--- src/rtl/dac_write_ctrl.sv ---
// SPI master that writes a setpoint into the loop DAC and, when VERIFY is set,
// reads it back over two further frames and flags any difference.
module dac_write_ctrl #(
   parameter int WID       = 24,
   parameter int DATA_WID  = 20,
   parameter bit POLARITY  = 1'b0,
   parameter bit PHASE     = 1'b1,
   parameter int HALF_WAIT = 3,
   parameter int SS_WAIT   = 5,
   parameter bit VERIFY    = 1'b1
) (
   input  logic                clk,
   input  logic                rst_L,
   input  logic                arm,
   input  logic [DATA_WID-1:0] data,
   output logic                busy,
   output logic                finished,
   output logic                mismatch,
   output logic [DATA_WID-1:0] readback,
   output logic                sck,
   output logic                mosi,
   input  logic                miso,
   output logic                ss_L
);

   // Handshake: arm is accepted only in IDLE; finished stays high until arm drops.
   typedef enum logic [2:0] {IDLE, SS_SETUP, SHIFT, SS_GAP, DONE} state_t;

   localparam int CW = $clog2(SS_WAIT + 1);
   localparam int HW = $clog2(HALF_WAIT + 2);
   localparam int EW = $clog2(2 * WID + 1);
   localparam logic [3:0] CMD_WRITE = 4'b0001;
   localparam logic [3:0] CMD_READ  = 4'b1001;
   localparam logic [3:0] CMD_NOP   = 4'b0000;

   function automatic logic [WID-1:0] make_frame(input logic [3:0] cmd,
                                                 input logic [DATA_WID-1:0] val);
      make_frame = {cmd, {(WID-4){1'b0}}} | WID'(val);
   endfunction

   state_t              state, state_nxt;
   logic [CW-1:0]       cnt;
   logic [HW-1:0]       hcnt;
   logic [EW-1:0]       ecnt;
   logic [1:0]          frame_idx;
   logic [WID-1:0]      tx;
   logic [WID-1:0]      rx;
   logic [DATA_WID-1:0] wdata;
   logic                cnt_done, half_done, last_edge, leading;

   assign cnt_done  = (cnt == CW'(SS_WAIT - 1));
   assign half_done = (hcnt == HW'(HALF_WAIT));
   assign last_edge = half_done && (ecnt == EW'(2 * WID - 1));
   assign leading   = ~ecnt[0];

   always_ff @(posedge clk or negedge rst_L) begin
      if (!rst_L) state <= IDLE;
      else        state <= state_nxt;
   end

   always_comb begin
      state_nxt = state;
      case (state)
         IDLE:     if (arm && !finished) state_nxt = SS_SETUP;
         SS_SETUP: if (cnt_done) state_nxt = SHIFT;
         SHIFT:    if (last_edge) state_nxt = SS_GAP;
         SS_GAP:   if (cnt_done) state_nxt = (!VERIFY || frame_idx == 2'd2) ? DONE : SS_SETUP;
         DONE:     if (!arm) state_nxt = IDLE;
         default:  state_nxt = IDLE;
      endcase
   end

   always_comb begin
      busy     = 1'b0;
      finished = 1'b0;
      ss_L     = 1'b1;
      case (state)
         SS_SETUP, SHIFT: begin
            busy = 1'b1;
            ss_L = 1'b0;
         end
         SS_GAP:  busy = 1'b1;
         DONE:    finished = 1'b1;
         default: ;
      endcase
   end

   always_ff @(posedge clk or negedge rst_L) begin
      if (!rst_L) begin
         sck       <= POLARITY;
         mosi      <= 1'b0;
         mismatch  <= 1'b0;
         readback  <= '0;
         cnt       <= '0;
         hcnt      <= '0;
         ecnt      <= '0;
         frame_idx <= '0;
         tx        <= '0;
         rx        <= '0;
         wdata     <= '0;
      end else begin
         case (state)
            IDLE: if (state_nxt == SS_SETUP) begin
               wdata     <= data;
               tx        <= make_frame(CMD_WRITE, data);
               frame_idx <= '0;
               mismatch  <= 1'b0;
               cnt       <= '0;
            end
            SS_SETUP: if (cnt_done) begin
               cnt  <= '0;
               hcnt <= '0;
               ecnt <= '0;
               // With PHASE=0 the MSB must be on the wire before the first edge.
               if (PHASE == 1'b0) begin
                  mosi <= tx[WID-1];
                  tx   <= {tx[WID-2:0], 1'b0};
               end
            end else begin
               cnt <= cnt + 1'b1;
            end
            SHIFT: if (half_done) begin
               hcnt <= '0;
               sck  <= ~sck;
               ecnt <= ecnt + 1'b1;
               if (leading == PHASE) begin
                  mosi <= tx[WID-1];
                  tx   <= {tx[WID-2:0], 1'b0};
               end else begin
                  rx <= {rx[WID-2:0], miso};
               end
            end else begin
               hcnt <= hcnt + 1'b1;
            end
            SS_GAP: if (cnt_done) begin
               cnt <= '0;
               if (state_nxt == DONE) begin
                  if (VERIFY) begin
                     readback <= rx[DATA_WID-1:0];
                     mismatch <= (rx[WID-1 -: 4] != CMD_READ) || (rx[DATA_WID-1:0] != wdata);
                  end
               end else begin
                  frame_idx <= frame_idx + 1'b1;
                  tx        <= (frame_idx == 2'd0) ? make_frame(CMD_READ, '0)
                                                   : make_frame(CMD_NOP, '0);
               end
            end else begin
               cnt <= cnt + 1'b1;
            end
            default: ;
         endcase
      end
   end

endmodule

--- config.mk ---
export PLATFORM = sky130hd
export DESIGN_NAME = dac_write_ctrl
export DESIGN_NICKNAME = d
export VERILOG_FILES = /design/src/rtl/dac_write_ctrl.sv
export SDC_FILE = /design/constraint.sdc
export NUM_CORES = 1
export LEC_CHECK = 0
export BUFFER_PORTS_ARGS = -buffer_cell sky130_fd_sc_hd__buf_2
export CORE_MARGIN = 5
export CORE_UTILIZATION = 50
export CTS_CLUSTER_SIZE = 30
export DETAILED_ROUTE_END_ITERATION = 16
export GPL_TIMING_DRIVEN = 0
export PLACE_DENSITY = 0.69
export SYNTH_ARGS = -nofsm -noshare
export SYNTH_HDL_FRONTEND = slang
export SYNTH_SLANG_ARGS = --single-unit
--- constraint.sdc ---
create_clock -name clk -period 3.6 [get_ports clk]
set_clock_uncertainty 0.05 [all_clocks]
set_input_delay 0.36 -clock clk [delete_from_list [all_inputs] [get_ports clk]]
set_output_delay 0.36 -clock clk [all_outputs]
set_load 0.01 [all_outputs]
==> results.toml <==
[clocking]
clockBufferDepth = 2
cts_root_buf = "clkbuf_8"
cts.sinks = 108
cts_inserted_buffers = 9
htree_levels = 3
cts_resized = 0
clkTransAtPathRegs_ns = 0.10
postCtsSetupBuffers = 0
cts.hold.buffers_added = 1
tritoncts = "done"
clk-insertion-delay-late_ns = 0.36

[worst_setup_path]
path_class = "register to register"
rr_startpoint = "state[0]"
cpPeakStageDelay_ns = 1.06
worst_r2r_path_depth = 5
crit_arrival_ns = 2.56
cp_slowest_cell = "nor4b_1"
timing.reg2reg.setup_slack_ns = 1.29
crit_path_start_kind = "register"
r2r_end = "wdata[1]"
cp-end-kind = "register"
path_cells = "clkbuf_1 > nor4b_1 > clkbuf_1 > nand2_1 > nand2_1"
cp.required_ns = 3.86
worstPathMaxFanout = 10

[global_route]
grt_max_degree = 74
grt_pass1_wl_um = 16500
grt_pass1_vias = 3324
grt_use_met1_pct = 25.7
grtUsageMet2_pct = 27.3
overflow = 0
antenna_found_initial = 0
track_usage_pct = 17.8
grtUsageMet3_pct = 3.49
gr-max-usage-layer = "met2"

[synth]
synth_area_leaders = "dfrtp_1, mux2_2, nand2_1"
async_flop_share_pct = 100
syn_nets = 479
synth_cell_type_count = 41
syn_inst = 449
synth.avg_cell_area_um2 = 11.0
synth_most_common_cell = "dfrtp_1"
synth_ff_type = "dfrtp_1"
ys_ff_latch = 108
yosysTopAreaCellShare_pct = 54.9
ys_warn_count = 0
synth-seq-area-share_pct = 54.9
yosysTopAreaCell = "dfrtp_1"
ys_top_cells_by_count = "dfrtp_1, nand2_1, mux2_2"
synth-edff-count = 0
synth_area_mm2 = 0.00492

[pwr]
seq_power_share_pct = 59.1
power.total_mw = 2.10
p_sw_share_pct = 21.7
combPwrFrac_pct = 3.8
clkPwrFrac_pct = 37.1
p_int_mw = 1.64
peakVddDrop_uv = 240
p_leak_nw = 2.64
switchingPower_mw = 0.456
p_per_area_mw_per_mm2 = 376

[layout]
drive_gt1_share_pct = 23.4
fill_cells = 852
area_growth_pct = 13.2
diodes = 0
nets = 541
stdcell_count = 646

[placement]
io_buffers = 49
post-place-ws_ns = 1.33
placed_cells = 632
gp_congestion = 0.787
hpwl_um = 7340

[detailed_routing]
drtIter0Drc = 154
wl_per_cell_um = 15.3
avgViaCountPerCell = 5.12
first_pass_iters = 4
wl_um = 9890
dr_total_vias = 3309
postRouteAntennaNets = 0
route.detailed.drc = 0

[sta]
hold_viol_final = 0
min_period_ns = 2.31
setup_viol = 0
fmax_mhz = 433
period_share_pct = 64.1
drv_slew = 0
rsz0062_at_grt = "false"
worstMarginPinSlew_ns = 1.25
setup_tns_ns = 0
relSlewSlack_pct = 15.4
setup_ws_ns = 1.29

[hold_path]
hp-start = "data[9]"
hold_path.class = "primary input to register"
hold-path-endpoint = "wdata[9]"
hold-path-cell-count = 3

[die]
pin_count = 50
rows = 36
start_util_pct = 50.9
die-area_mm2 = 0.0119
die_x_um = 109
coreArea_mm2 = 0.00968
die_h_um = 109

[run_status]
status = "finished clean"

[run]
max-cap-violations = 0
-- power groups by stage --
stage | combinational [mW] | clock (mW) | sequential [mW]
floorplan | 0.0279 | 0 | 1.26
global placement | 0.0747 | 0 | 1.26
detailed placement | 0.0797 | 0 | 1.27
CTS | 0.0809 | 0.793 | 1.24
global route | 0.0898 | 0.842 | 1.24
finish | 0.0788 | 0.779 | 1.24
-- layer usage --
layer / vias to the layer above / part of all wire (%)
li1: 1628 / -
met1: 1610 / 49
met2: 60 / 46
met3: 11 / 4.0
met4: 0 / 1.6
met5: - / 0
-- worst max-delay path: cells and delay by family (launching register included) --
kind,cells,cell delay (ns)
buf+inv,2,0.59
flops,1,0.37
simple gates,3,1.23
-- sequential cells by signal, indices dropped and copies added, names as in the netlist --
| name | cells |
|---|---|
| cnt | 3 |
| ecnt | 6 |
| frame_idx | 2 |
| hcnt | 3 |
| mismatch | 1 |
| mosi | 1 |
| readback | 20 |
| rx | 24 |
| sck | 1 |
| state | 3 |
| tx | 24 |
| wdata | 20 |
-- cells by family (layout without fill, tap and decap cells) --
group,count (synthesis),count (layout),synth area share (%)
AO/OA/AOI/OAI,49,49,5.64
XOR/XNOR,25,25,4.45
adder cells (fa/ha/maj),6,6,1.52
buffers and inverters,53,117,5.11
flip-flops,108,108,54.9
multiplexers,71,71,15.6
AND/OR/NAND/NOR,137,137,12.8
-- worst max-delay path by stage --
stage | slack, ns | cells past startpoint | startpoint | end
final | 1.29 | 5 | state[0] | wdata[1]
after global routing | 1.09 | 5 | state[0] | wdata[7]
after CTS | 1.31 | 5 | state[0] | wdata[7]
after detailed placement | 1.33 | 5 | state[0] | wdata[7]
after global placement | 0.91 | 1 | rst_L | tx[12]
after floorplan | 1.68 | 6 | hcnt[0] | tx[20]
-- metrics by stage --
step	area, um2	hold slack (ns)	util [%]
global route	5580	0.143	57.6
CTS	5580	0.137	57.6
global placement	5340	0.406	55.1
detailed placement	5370	0.299	55.4
floorplan	4920	0.0144	-
finish	5580	0.151	57.6
-- layout by cell type (no fill, tap or decap), types with 2 or more instances in the layout --
| cell | synthesis | layout |
|---|---|---|
| ha_1 | 6 | 6 |
| inv_1 | 28 | 28 |
| dfrtp_1 | 108 | 108 |
| o21ai_0 | 11 | 11 |
| nand4_1 | 5 | 5 |
| nand2_1 | 69 | 69 |
| and2_1 | 3 | 3 |
| nor3_1 | 21 | 21 |
| nor2_1 | 11 | 11 |
| nor3b_1 | 2 | 2 |
| mux2i_1 | 24 | 24 |
| clkbuf_1 | 15 | 15 |
| clkbuf_8 | 0 | 9 |
| bufinv_16 | 0 | 2 |
| or3_1 | 3 | 3 |
| nor2b_1 | 3 | 3 |
| xor2_1 | 4 | 4 |
| xnor2_1 | 21 | 21 |
| nand3_1 | 10 | 10 |
| mux2_2 | 47 | 47 |
| nand2b_1 | 4 | 4 |
| o31ai_1 | 2 | 2 |
| buf_6 | 2 | 2 |
| buf_2 | 4 | 52 |
| a21oi_1 | 27 | 27 |
| buf_12 | 2 | 2 |
-- area by class of cell --
| class | instances | area (um2) | share of cell area, % |
|---|---|---|---|
| plain buffers | 24 | 143 | 2.56 |
| inverters | 29 | 109 | 1.95 |
| clock inverters | 4 | 76.3 | 1.37 |
| multi-input cells | 288 | 1970 | 35.3 |
| flip-flops and latches | 108 | 2700 | 48.5 |
| repair buffers | 51 | 285 | 5.12 |
| well taps | 133 | 166 | 2.98 |
| clock buffers | 9 | 124 | 2.22 |
No activity file was read; power rests on OpenSTA's default activity.
